[src/rtl/ripple_count_monitor_pkg.sv]
// Shared types and constants for the ripple counter monitor.
//   CNT_W / UFLOW_W  : widths of the tracked count and the underflow counter
//   CNT_MAX          : value a 4-bit down-counter wraps to after 0
//   UFLOW_MAX        : saturation value of the underflow counter
//   trk_state_t      : tracker FSM (INIT until first accepted value, then TRACK)
//   snap_state_t     : snapshot FSM (IDLE, HOLD while snap_valid is high)
package ripple_count_monitor_pkg;

  localparam int CNT_W   = 4;
  localparam int UFLOW_W = 8;

  localparam logic [CNT_W-1:0]   CNT_MAX   = 4'hF;
  localparam logic [UFLOW_W-1:0] UFLOW_MAX = 8'd255;

  typedef enum logic {
    TRK_INIT  = 1'b0,
    TRK_TRACK = 1'b1
  } trk_state_t;

  typedef enum logic {
    SNAP_IDLE = 1'b0,
    SNAP_HOLD = 1'b1
  } snap_state_t;

endpackage

[src/rtl/ripple_count_monitor_sync_filter.sv]
// ripple_sync_filter: brings the asynchronous ripple counter outputs into the
// clk domain and only lets a value through once it has been seen unchanged for
// STABLE_CYCLES consecutive synchronized samples.
//   clk, rst_n : clock, asynchronous active-low reset
//   cnt_in     : raw counter bits, asynchronous to clk
//   value      : synchronized value being accepted (valid with accept)
//   accept     : one-cycle strobe, high on the edge that completes a stable run
module ripple_sync_filter
  import ripple_count_monitor_pkg::*;
#(
  parameter int SYNC_STAGES   = 2,
  parameter int STABLE_CYCLES = 2
) (
  input  logic             clk,
  input  logic             rst_n,
  input  logic [CNT_W-1:0] cnt_in,
  output logic [CNT_W-1:0] value,
  output logic             accept
);

  localparam int          LAST   = SYNC_STAGES - 1;
  localparam logic [2:0]  STABLE = 3'(STABLE_CYCLES);

  logic [CNT_W-1:0]       sync_q [SYNC_STAGES];
  // fill_q marks which synchronizer stages hold a real sample since reset, so
  // the reset contents of the chain are never counted toward a stable run.
  logic [SYNC_STAGES-1:0] fill_q;
  logic [CNT_W-1:0]       cand_q;
  logic [2:0]             run_q;   // 0 = no candidate yet
  logic [2:0]             run_next;
  logic                   same;

  always_ff @(posedge clk or negedge rst_n) begin
    if (!rst_n) begin
      for (int i = 0; i < SYNC_STAGES; i++) sync_q[i] <= '0;
      fill_q <= '0;
      cand_q <= '0;
      run_q  <= '0;
    end else begin
      sync_q[0] <= cnt_in;
      for (int i = 1; i < SYNC_STAGES; i++) sync_q[i] <= sync_q[i-1];
      fill_q <= {fill_q[SYNC_STAGES-2:0], 1'b1};
      if (fill_q[LAST]) begin
        cand_q <= sync_q[LAST];
        run_q  <= run_next;
      end
    end
  end

  always_comb begin
    same     = (run_q != 3'd0) && (sync_q[LAST] == cand_q);
    run_next = 3'd1;
    if (same) run_next = (run_q == STABLE) ? run_q : run_q + 3'd1;
  end

  // Fire once per run: when the count reaches STABLE, but not again while an
  // already-accepted value keeps repeating.
  assign accept = fill_q[LAST] && (run_next == STABLE) && !(same && (run_q == STABLE));
  assign value  = sync_q[LAST];

endmodule

[src/rtl/ripple_count_monitor.sv]
// ripple_count_monitor: tracks an asynchronous 4-bit ripple down-counter,
// classifies each accepted change (normal step, underflow 0->15, or skip),
// counts underflows and offers a held snapshot of {uflow_count, cnt_sync}.
//   clk, rst_n  : clock, asynchronous active-low reset
//   cnt_in      : raw counter {q4,q3,q2,q1}
//   snap_req    : capture request (ignored while a snapshot is held)
//   snap_ready  : consumer accepts the held snapshot
//   cnt_sync    : last accepted count;  cnt_valid : a value has been accepted
//   uflow_pulse : one cycle per underflow; uflow_count saturates, uflow_ovf sticky
//   err_skip    : one cycle per change that is not a decrement by one
//   snap_valid / snap_data : held snapshot
// Handshake: snap_data is offered while snap_valid=1 and is consumed on the
// edge where snap_valid && snap_ready; it stays constant until then.
module ripple_count_monitor
  import ripple_count_monitor_pkg::*;
#(
  parameter int SYNC_STAGES   = 2,
  parameter int STABLE_CYCLES = 2
) (
  input  logic                     clk,
  input  logic                     rst_n,
  input  logic [CNT_W-1:0]         cnt_in,
  input  logic                     snap_req,
  input  logic                     snap_ready,
  output logic [CNT_W-1:0]         cnt_sync,
  output logic                     cnt_valid,
  output logic                     uflow_pulse,
  output logic [UFLOW_W-1:0]       uflow_count,
  output logic                     uflow_ovf,
  output logic                     err_skip,
  output logic                     snap_valid,
  output logic [UFLOW_W+CNT_W-1:0] snap_data
);

  trk_state_t       trk_state;
  snap_state_t      snap_state;
  logic [CNT_W-1:0] acc_value;
  logic             acc;

  ripple_sync_filter #(
    .SYNC_STAGES  (SYNC_STAGES),
    .STABLE_CYCLES(STABLE_CYCLES)
  ) u_filter (
    .clk   (clk),
    .rst_n (rst_n),
    .cnt_in(cnt_in),
    .value (acc_value),
    .accept(acc)
  );

  // Tracker: pulses default low every cycle so they last exactly one cycle.
  always_ff @(posedge clk or negedge rst_n) begin
    if (!rst_n) begin
      trk_state   <= TRK_INIT;
      cnt_sync    <= '0;
      uflow_pulse <= 1'b0;
      uflow_count <= '0;
      uflow_ovf   <= 1'b0;
      err_skip    <= 1'b0;
    end else begin
      uflow_pulse <= 1'b0;
      err_skip    <= 1'b0;
      if (acc) begin
        case (trk_state)
          TRK_INIT: begin
            cnt_sync  <= acc_value;
            trk_state <= TRK_TRACK;
          end
          TRK_TRACK: begin
            if (acc_value != cnt_sync) begin
              cnt_sync <= acc_value;
              // Wrap check first: 0 - 1 mod 16 is 15, which is an underflow,
              // not an ordinary step.
              if (cnt_sync == '0 && acc_value == CNT_MAX) begin
                uflow_pulse <= 1'b1;
                if (uflow_count == UFLOW_MAX) uflow_ovf   <= 1'b1;
                else                          uflow_count <= uflow_count + 8'd1;
              end else if (acc_value != (cnt_sync - 4'd1)) begin
                err_skip <= 1'b1;
              end
            end
          end
          default: trk_state <= TRK_INIT;
        endcase
      end
    end
  end

  // Snapshot: captures the register values as they were before this edge, so
  // a request coinciding with an update sees the old count.
  always_ff @(posedge clk or negedge rst_n) begin
    if (!rst_n) begin
      snap_state <= SNAP_IDLE;
      snap_data  <= '0;
    end else begin
      case (snap_state)
        SNAP_IDLE: if (snap_req) begin
          snap_data  <= {uflow_count, cnt_sync};
          snap_state <= SNAP_HOLD;
        end
        SNAP_HOLD: if (snap_ready) snap_state <= SNAP_IDLE;
        default:   snap_state <= SNAP_IDLE;
      endcase
    end
  end

  assign cnt_valid  = (trk_state == TRK_TRACK);
  assign snap_valid = (snap_state == SNAP_HOLD);

endmodule

[config.mk]
export PLATFORM = sky130hd
export DESIGN_NAME = ripple_count_monitor
export DESIGN_NICKNAME = d
export VERILOG_FILES = /design/src/rtl/ripple_count_monitor_pkg.sv /design/src/rtl/ripple_count_monitor_sync_filter.sv /design/src/rtl/ripple_count_monitor.sv
export SDC_FILE = /design/constraint.sdc
export NUM_CORES = 1
export LEC_CHECK = 0
export ABC_AREA = 1
export CORE_UTILIZATION = 57
export DETAILED_ROUTE_END_ITERATION = 8
export GPL_ROUTABILITY_DRIVEN = 0
export PLACE_DENSITY = 0.85
export RECOVER_POWER = 100
export REMOVE_ABC_BUFFERS = 1
export SYNTH_ARGS = -nofsm -noshare
export SYNTH_HDL_FRONTEND = slang
export SYNTH_SLANG_ARGS = --single-unit
[constraint.sdc]
create_clock -name clk -period 2.7 [get_ports clk]
set_clock_uncertainty 0.15 [all_clocks]
set_input_delay 0.54 -clock clk [delete_from_list [all_inputs] [get_ports clk]]
set_output_delay 0.54 -clock clk [all_outputs]
set_load 0.01 [all_outputs]
==> results.tsv <==
metric	value	unit
DR pass1 iterations	4	
commonest register cell after synthesis	dfrtp_1	
vias in the first global route	1665	
CTS H-tree depth	2	
first-pass GRT wire length	7450	um
antenna cells	0	
via/cell ratio	5.15	
largest net degree at the start of global routing	27	
Worst Path Arrival	2130	ps
fin crit period	2090	ps
top-area cell type share of the netlist area	0.517	
met3 Use GR	0.0475	
Worst path max stage delay	410	ps
final hold violations	0	
cts bufs inserted	5	
Clock Tree Root	clkbuf_8	
Seq cells post-synth	46	
TritonCTS clock tree	yes	
total gr overflow	0	
Starting Density	0.599	
Hold Path Class	reg2reg	
Yosys top cell by area	dfrtp_1	
CP most frequent cell	nand2_1	
Worst Path Buf+Inv	1	
Worst-path clk slew	90	ps
share of cells above drive strength 1	0.120	
Power, Total	0.00177	W
setup TNS	0	ps
post-synthesis async set-or-reset flop share	1.00	
Fill cells	277	
post-route worst setup slack	610	ps
post-CTS resize count	0	
global route hottest layer	met2	
max_cap viols	0	
power density over cell area	656	mW/mm^2
Area Growth Syn to Fin	21.4	%
die width	64.5	um
Site Rows	22	
cell count after synthesis	234	
placed wire-length estimate	3100	um
Ys Warns	0	
WL per Instance	13.0	um
most common cell in the netlist	nand2_1	
clock buffer depth	2	
crit path kind	reg2reg	
clk_lat worst skew	290	ps
Vias	1665	
CP max stage cell	dfrtp_1	
antenna violations before repair	0	
Worst Setup Start Kind	register	
Residual DRC	0	
Leakage	1.42	nW
GRT Util Overall	0.234	
die area	0.00416	mm^2
CORE AREA	0.00372	mm^2
crit-path cells	inv_1 > ha_1 > nand2_1 > nand2_1 > nor2_4 > nand4_1 > nor2_8 > nand4_1 > nand2_1 > nand2_1	
commonest cells in the synthesized netlist	59 x nand2_1, 46 x dfrtp_1, 25 x inv_1	
RSZ-0062 raised after global routing	no	
Max Fclk	478	MHz
slew margin rel.	0.299	
Post-synth EDFFs	0	
family with the most delay on the worst path	simple AND/OR/NAND/NOR gates	
top-level I/O count	37	
M1 GR Usage	0.296	
crit share post-route	0.774	
WL final	4210	um
Cell Area, Synth	0.00223	mm^2
Post-CTS Hold Buffers	0	
initial drt markers	76	
Yosys cell types	33	
met2 Usage GRT	0.407	
pre-CTS setup slack	602	ps
CP endpoint kind	register	
Seq/Total Area, Yosys	0.517	
Worst-Margin Slew	1050	ps
Worst EP required	2740	ps
Final ANT Viol Nets	0	
critical path fanouts, max	6	
final setup fails	0	
Final nets	288	
max-slew violation count	0	
final core utilization	0.728	
synth top area cells	dfrtp_1 52%, nand2_1 9.9%, inv_1 4.2%	
setup bufs post-CTS	0	
clock sink count	46	
Avg Inst Size Synth	9.52	um^2
status	finished, final reports clean	
Die Span Y	64.5	um
VDD IR-drop max	0.354	mV
IO buf count	36	
[cell type report]
| type | instances | area (um^2) | share of cell area |
|---|---|---|---|
| inverter | 32 | 125 | 0.0463 |
| tap | 48 | 60.1 | 0.0222 |
| clock buffer | 6 | 82.6 | 0.0305 |
| clock inverter | 2 | 60.1 | 0.0222 |
| multi-input combinational | 152 | 866 | 0.320 |
| sequential | 46 | 1150 | 0.426 |
| timing repair buffer | 37 | 359 | 0.133 |
[kinds of logic after synthesis]
logic type | share of synthesized area
AND/OR/NAND/NOR | 0.254
flip-flops | 0.517
buffers and inverters | 0.0663
XOR/XNOR | 0.0433
multiplexers | 0.0202
AO/OA/AOI/OAI | 0.0635
other | 0.00168
adder cells (fa/ha/maj) | 0.0337
[where the power goes]
part	switching, W	leakage, nW	total (W)	internal [W]
Sequential	0.0000494	0.600	0.000796	0.000747
Combinational	0.000212	0.746	0.000361	0.000149
Clock	0.000222	0.0714	0.000617	0.000394
[sequential cells by signal, summed over array words and instances (netlist names)]
register	cells
uflow_ovf	1
u_filter.run_q	3
cnt_valid	1
u_filter.cand_q	4
snap_data	12
uflow_pulse	1
cnt_sync	4
u_filter.value	4
snap_valid	1
u_filter.sync_q	4
u_filter.fill_q	2
err_skip	1
uflow_count	8
[cell usage in the layout, fill, tap and decap left out, types with 2 or more instances in the layout]
master and count:
nor2_1 9, xor2_1 9, nand2_1 60, dfrtp_1 46, nor2_4 3, nand3_1 7
o21ai_1 3, ha_1 6, o21ai_0 19, inv_2 5, dlygate4sd3_1 34, xnor2_1 2
nor3_1 3, inv_1 25, mux2_2 4, nand4_1 12, bufinv_16 2, nand2_2 5
clkbuf_8 6
[final timing paths]
path / from / end / slack (ps) / depth (start not counted)
setup / recovery: u_filter.run_q[0] / uflow_count[6] / 610 / 10
hold / removal: u_filter.sync_q[7] / u_filter.value[3] / 190 / 0
setup reg to reg: u_filter.run_q[0] / uflow_count[6] / 610 / 10
hold reg to reg: u_filter.sync_q[7] / u_filter.value[3] / 190 / 0
max in group asynchronous: rst_n / uflow_count[0] / 960 / 2
min in group asynchronous: rst_n / cnt_sync[3] / 250 / 1
[per-layer routing]
layer  wire length (um)  vias up
met5                  0        -
met3                169        6
met2               2100       45
met4                 45        0
li1                   -      826
met1               1900      788
[per-stage QoR]
step	std cells	cell area, um^2	hold WS, ps
after CTS	323	2770	35.1
after global routing	323	2700	211
after detailed placement	315	2630	186
after global placement	315	2630	182
after floorplan	230	2200	94.4
final	323	2700	193
Power figures use the tool's default switching activity.
==> RTL change 1 (config.mk and constraints unchanged) <==
Make the reset (`rst_n`) synchronous in 3 clocked blocks. Comments in the files are not updated.
--- a/src/rtl/ripple_count_monitor_sync_filter.sv
+++ b/src/rtl/ripple_count_monitor_sync_filter.sv
@@ -30,7 +30,7 @@
   logic [2:0]             run_next;
   logic                   same;
 
-  always_ff @(posedge clk or negedge rst_n) begin
+  always_ff @(posedge clk) begin
     if (!rst_n) begin
       for (int i = 0; i < SYNC_STAGES; i++) sync_q[i] <= '0;
       fill_q <= '0;
--- a/src/rtl/ripple_count_monitor.sv
+++ b/src/rtl/ripple_count_monitor.sv
@@ -49,7 +49,7 @@
   );
 
   // Tracker: pulses default low every cycle so they last exactly one cycle.
-  always_ff @(posedge clk or negedge rst_n) begin
+  always_ff @(posedge clk) begin
     if (!rst_n) begin
       trk_state   <= TRK_INIT;
       cnt_sync    <= '0;
@@ -88,7 +88,7 @@
 
   // Snapshot: captures the register values as they were before this edge, so
   // a request coinciding with an update sees the old count.
-  always_ff @(posedge clk or negedge rst_n) begin
+  always_ff @(posedge clk) begin
     if (!rst_n) begin
       snap_state <= SNAP_IDLE;
       snap_data  <= '0;
Function: differs if rst_n is asserted again (counterexample within 4 cycles, from zero or initial values and one cycle with rst_n low); with rst_n held inactive, the same outputs for 10 cycles.
==> RTL change 1 against the original RTL <==
- critical path depth grew 2
- die area shrank 7.2%
- setup slack lost 130 ps
- synthesized area shrank 7.4%
- final area shrank 7.8%
- non-clock buffer count grew 2
- sequential cell count is the same
- routed wire length shrank 6.7%
- first-iteration DRC count grew 84%
Power is not compared: it rests on default switching activity, and its combinational part moved more than twofold at a synthesized area within 25%.
==> RTL change 1: results (changes against the original RTL) <==
cts-root-buf: "clkbuf_4"
min-delay-start: "u_filter.sync_q[0][0]$_SDFF_PN0_"
hpwl_um: 2906  # -6.3%
ys_seq_area_share_pct: 44.66  # -7.0 points
hp-class: "reg -> reg"
synth-compound-area-share_pct: 10.98  # +4.6 points
worstPathArrival_ps: 2340  # +210 ps
rr_startpoint: "u_filter.run_q[0]$_SDFFE_PN0P_"
slew_headroom_pct: 48.00  # +18 points
dp.cells: 359  # +14%
grt_pass1_vias: 1670  # +0.30%
outcome: "completed"
synthMuxAreaShare_pct: 0  # -2.0 points
grt_pass1_wl_um: 7079  # -5.0%
synthAdderAreaFrac_pct: 3.034  # -0.34 points
drt-pass1-iter-count: 5  # +1
grt_max_degree: 25  # -7.4%
vias: 1794  # +7.7%
async_reset_ff_share_pct: 0  # -100 points
cts_buffers: 5  # unchanged
drt-met1-wl_um: 1902  # +0.32%
hold-path-cell-count: 2  # +2
drt_first_iter_violations: 140  # +84%
synth_xor_area_share_pct: 2.973  # -1.4 points
preCtsSetupSlack_ps: 669.5  # +67.75 ps
hold_end: "u_filter.sync_q[0][4]$_SDFF_PN0_"
drive_above_1_share_pct: 7.187  # -4.8 points
finalNetCount: 333  # +16%
synthTopCellsByArea: "dfxtp_1, nand2_1, inv_1"
dpl-instance-area_sq_mm: 0.002479  # -5.7%
antenna-diode-count: 0  # unchanged
synth_common_cells: "nand2_1, dfxtp_1, inv_1, nor2_1, a21oi_1"
grt_use_met2_pct: 38.05  # -2.6 points
grt_usage_pct: 22.98  # -0.45 points
yosysWarnings: 0  # unchanged
portBuffers: 36  # unchanged
syn_area_per_cell_sq_um: 7.312  # -23%
critical-path-max-stage-delay_ps: 370  # -40 ps
grt-busiest-layer: "met2"
use_met1_pct: 28.79  # -0.81 points
synth.distinct_cells: 29  # -12%
clock_latency_ps: 350  # +60 ps
r2r_end: "uflow_count[0]$_SDFFE_PN0P_"
path_max_fanout: 5  # -1
ys.flop_type: "dfxtp_1"
wl_met2_um: 1848  # -12%
grt_use_met3_pct: 4.412  # -0.34 points
regToRegSetupSlack_ps: 480  # -130 ps
reg.largest.list: "snap_data: 12 flops, u_filter.sync_q: 8 flops, uflow_count: 8 flops"
wl_met3_um: 136  # -20%
routed_wl_um: 3924  # -6.7%
ff2ff_path_depth: 12  # +2
hold_slack_ps: 275.5  # +82.24 ps
cts-resized-gates: 0  # unchanged
final_cells: 366  # +13%
path_clk_slew_ps: 120  # +30 ps
critPathSlowestCell: "dfxtp_1"
-- RTL change 1: cell count changes after synthesis, moves of 4 or more --
| cell | unedited run | this run |
|---|---|---|
| dfrtp_1 | 46 | 0 |
| dfxtp_1 | 0 | 46 |
| nor2_1 | 8 | 37 |
| a21oi_1 | 1 | 19 |
| inv_1 | 25 | 43 |
| nand2_1 | 59 | 51 |
| mux2_2 | 4 | 0 |
-- RTL change 1: cell type report --
type,count,area (sq um)
inverter,50,187.7
timing repair buffer,39,375.4
clock inverter,1,7.507
tap,46,57.56
multi-input combinational,178,902.1
fill,288,897.1
clock buffer,6,41.29
sequential,46,920.9
-- RTL change 1: cells by family after synthesis --
kind of cell | after synthesis
compound gates | 43
fa+ha+maj | 5
xor+xnor | 7
flops | 46
buf+inv | 58
simple gates | 123
-- RTL change 1: power breakdown --
group          total, mW  internal [mW]  switching (mW)
Combinational      0.137         0.0585          0.0789
Clock              0.302         0.0974           0.205
Sequential         0.724          0.706          0.0179
-- RTL change 1: how the worst max path moves through the flow --
stage | start | to | slack (ps) | depth (start not counted)
5_1_grt | rst_n | snap_data[7]$_SDFFE_PN0P_ | 230 | 4
2_1_floorplan | u_filter.run_q[0]$_SDFFE_PN0P_ | uflow_count[0]$_SDFFE_PN0P_ | 900 | 12
6_report | u_filter.run_q[0]$_SDFFE_PN0P_ | uflow_count[0]$_SDFFE_PN0P_ | 480 | 12
4_1_cts | uflow_count[1]$_SDFFE_PN0P_ | uflow_count[1] | 640 | 1
3_5_place_dp | u_filter.run_q[0]$_SDFFE_PN0P_ | uflow_count[1]$_SDFFE_PN0P_ | 670 | 12
3_3_place_gp | u_filter.run_q[0]$_SDFFE_PN0P_ | uflow_count[1]$_SDFFE_PN0P_ | 700 | 12
==> RTL change 2 (same flow settings) <==
Without the edit above. `CNT_MAX`: 4'hF -> 4'h7.
--- a/src/rtl/ripple_count_monitor_pkg.sv
+++ b/src/rtl/ripple_count_monitor_pkg.sv
@@ -9,7 +9,7 @@
   localparam int CNT_W   = 4;
   localparam int UFLOW_W = 8;
 
-  localparam logic [CNT_W-1:0]   CNT_MAX   = 4'hF;
+  localparam logic [CNT_W-1:0]   CNT_MAX   = 4'h7;
   localparam logic [UFLOW_W-1:0] UFLOW_MAX = 8'd255;
 
   typedef enum logic {
Behaviour: not the same (a bounded check fails within 10 cycles, from zero or initial values and one cycle with rst_n low).
==> RTL change 2 against the original RTL <==
- critical endpoint is now uflow_count[5]$_DFFE_PN0P_
- routed wire length fell by 6.9%
- sequential cell count is the same
- combinational power down 2%
- global-route usage barely moved
- largest cell class unchanged
- synthesized cell count decreased by 0.43%
- clock power fell by 33%
- fmax is 4.8% lower
- setup slack worse by 110 ps
- synthesized area down 5.6%
- total power decreased by 12%
- final area decreased by 4.5%
- sequential share of layout area rose by 2.0 points
- largest power group unchanged
==> RTL change 2: results (changes against the original RTL) <==
nFillCells: 244  # -12%
drt_first_iter_violations: 103  # +36%
p_clk_mw: 0.411  # -33%
hpwl_um: 2825  # -8.9%
slew_headroom_pct: 29.20  # -0.69 points
synthTopCellsByArea: "dfrtp_1, nand2_1, inv_1"
seq-power_mw: 0.793  # about the same
synth-compound-area-share_pct: 6.425  # +0.076 points
outcome: "completed"
critical-path-max-stage-delay_ps: 430  # +20 ps
drt-met1-wl_um: 1802  # -5.0%
grt_use_met2_pct: 39.27  # -1.4 points
regToRegSetupSlack_ps: 500  # -110 ps
p_comb_mw: 0.353  # -2%
ff2ff_path_depth: 11  # +1
synth_common_cells: "nand2_1, dfrtp_1, inv_1, o21ai_0, nor2_1"
worstPathArrival_ps: 2240  # +110 ps
crit_end: "uflow_count[5]$_DFFE_PN0P_"
grt_use_met3_pct: 5.109  # +0.36 points
synth.distinct_cells: 25  # -24%
drive_above_1_share_pct: 6.522  # -5.5 points
synthMuxAreaShare_pct: 1.606  # -0.42 points
grt_pass1_vias: 1666  # +0.060%
wl_met3_um: 163  # -3.6%
synthAdderAreaFrac_pct: 3.569  # +0.20 points
grt_pass1_wl_um: 7148  # -4.1%
ys_seq_area_share_pct: 54.73  # +3.0 points
p_int_mw: 1.084  # -16%
-- RTL change 2: cell type report --
| class | instances | area share [%] |
|---|---|---|
| Clock inverter | 2 | 0.5329 |
| Timing Repair Buffer | 38 | 14.20 |
| Multi-Input combinational cell | 152 | 31.01 |
| Inverter | 32 | 4.651 |
| Sequential cell | 46 | 44.57 |
| Tap cell | 46 | 2.229 |
| Clock buffer | 6 | 2.810 |
-- RTL change 2: cell families after synthesis --
group,after synthesis
AO/OA/AOI/OAI,26
adder cells (fa/ha/maj),6
buffers and inverters,35
AND/OR/NAND/NOR,106
XOR/XNOR,10
multiplexers,3
flip-flops,46
other,1
-- RTL change 2: through the flow --
step	hold WS [ps]	setup slack (ps)	utilization [%]	cells	area [sq um]
2_1_floorplan	94.41	893.0	-	230	2092
3_3_place_gp	181.5	623.7	73.21	314	2520
3_5_place_dp	186.3	584.7	73.21	314	2520
4_1_cts	35.53	670.4	75.72	322	2606
5_1_grt	218.2	255.0	75.03	322	2582
6_report	202.4	504.4	75.03	322	2582
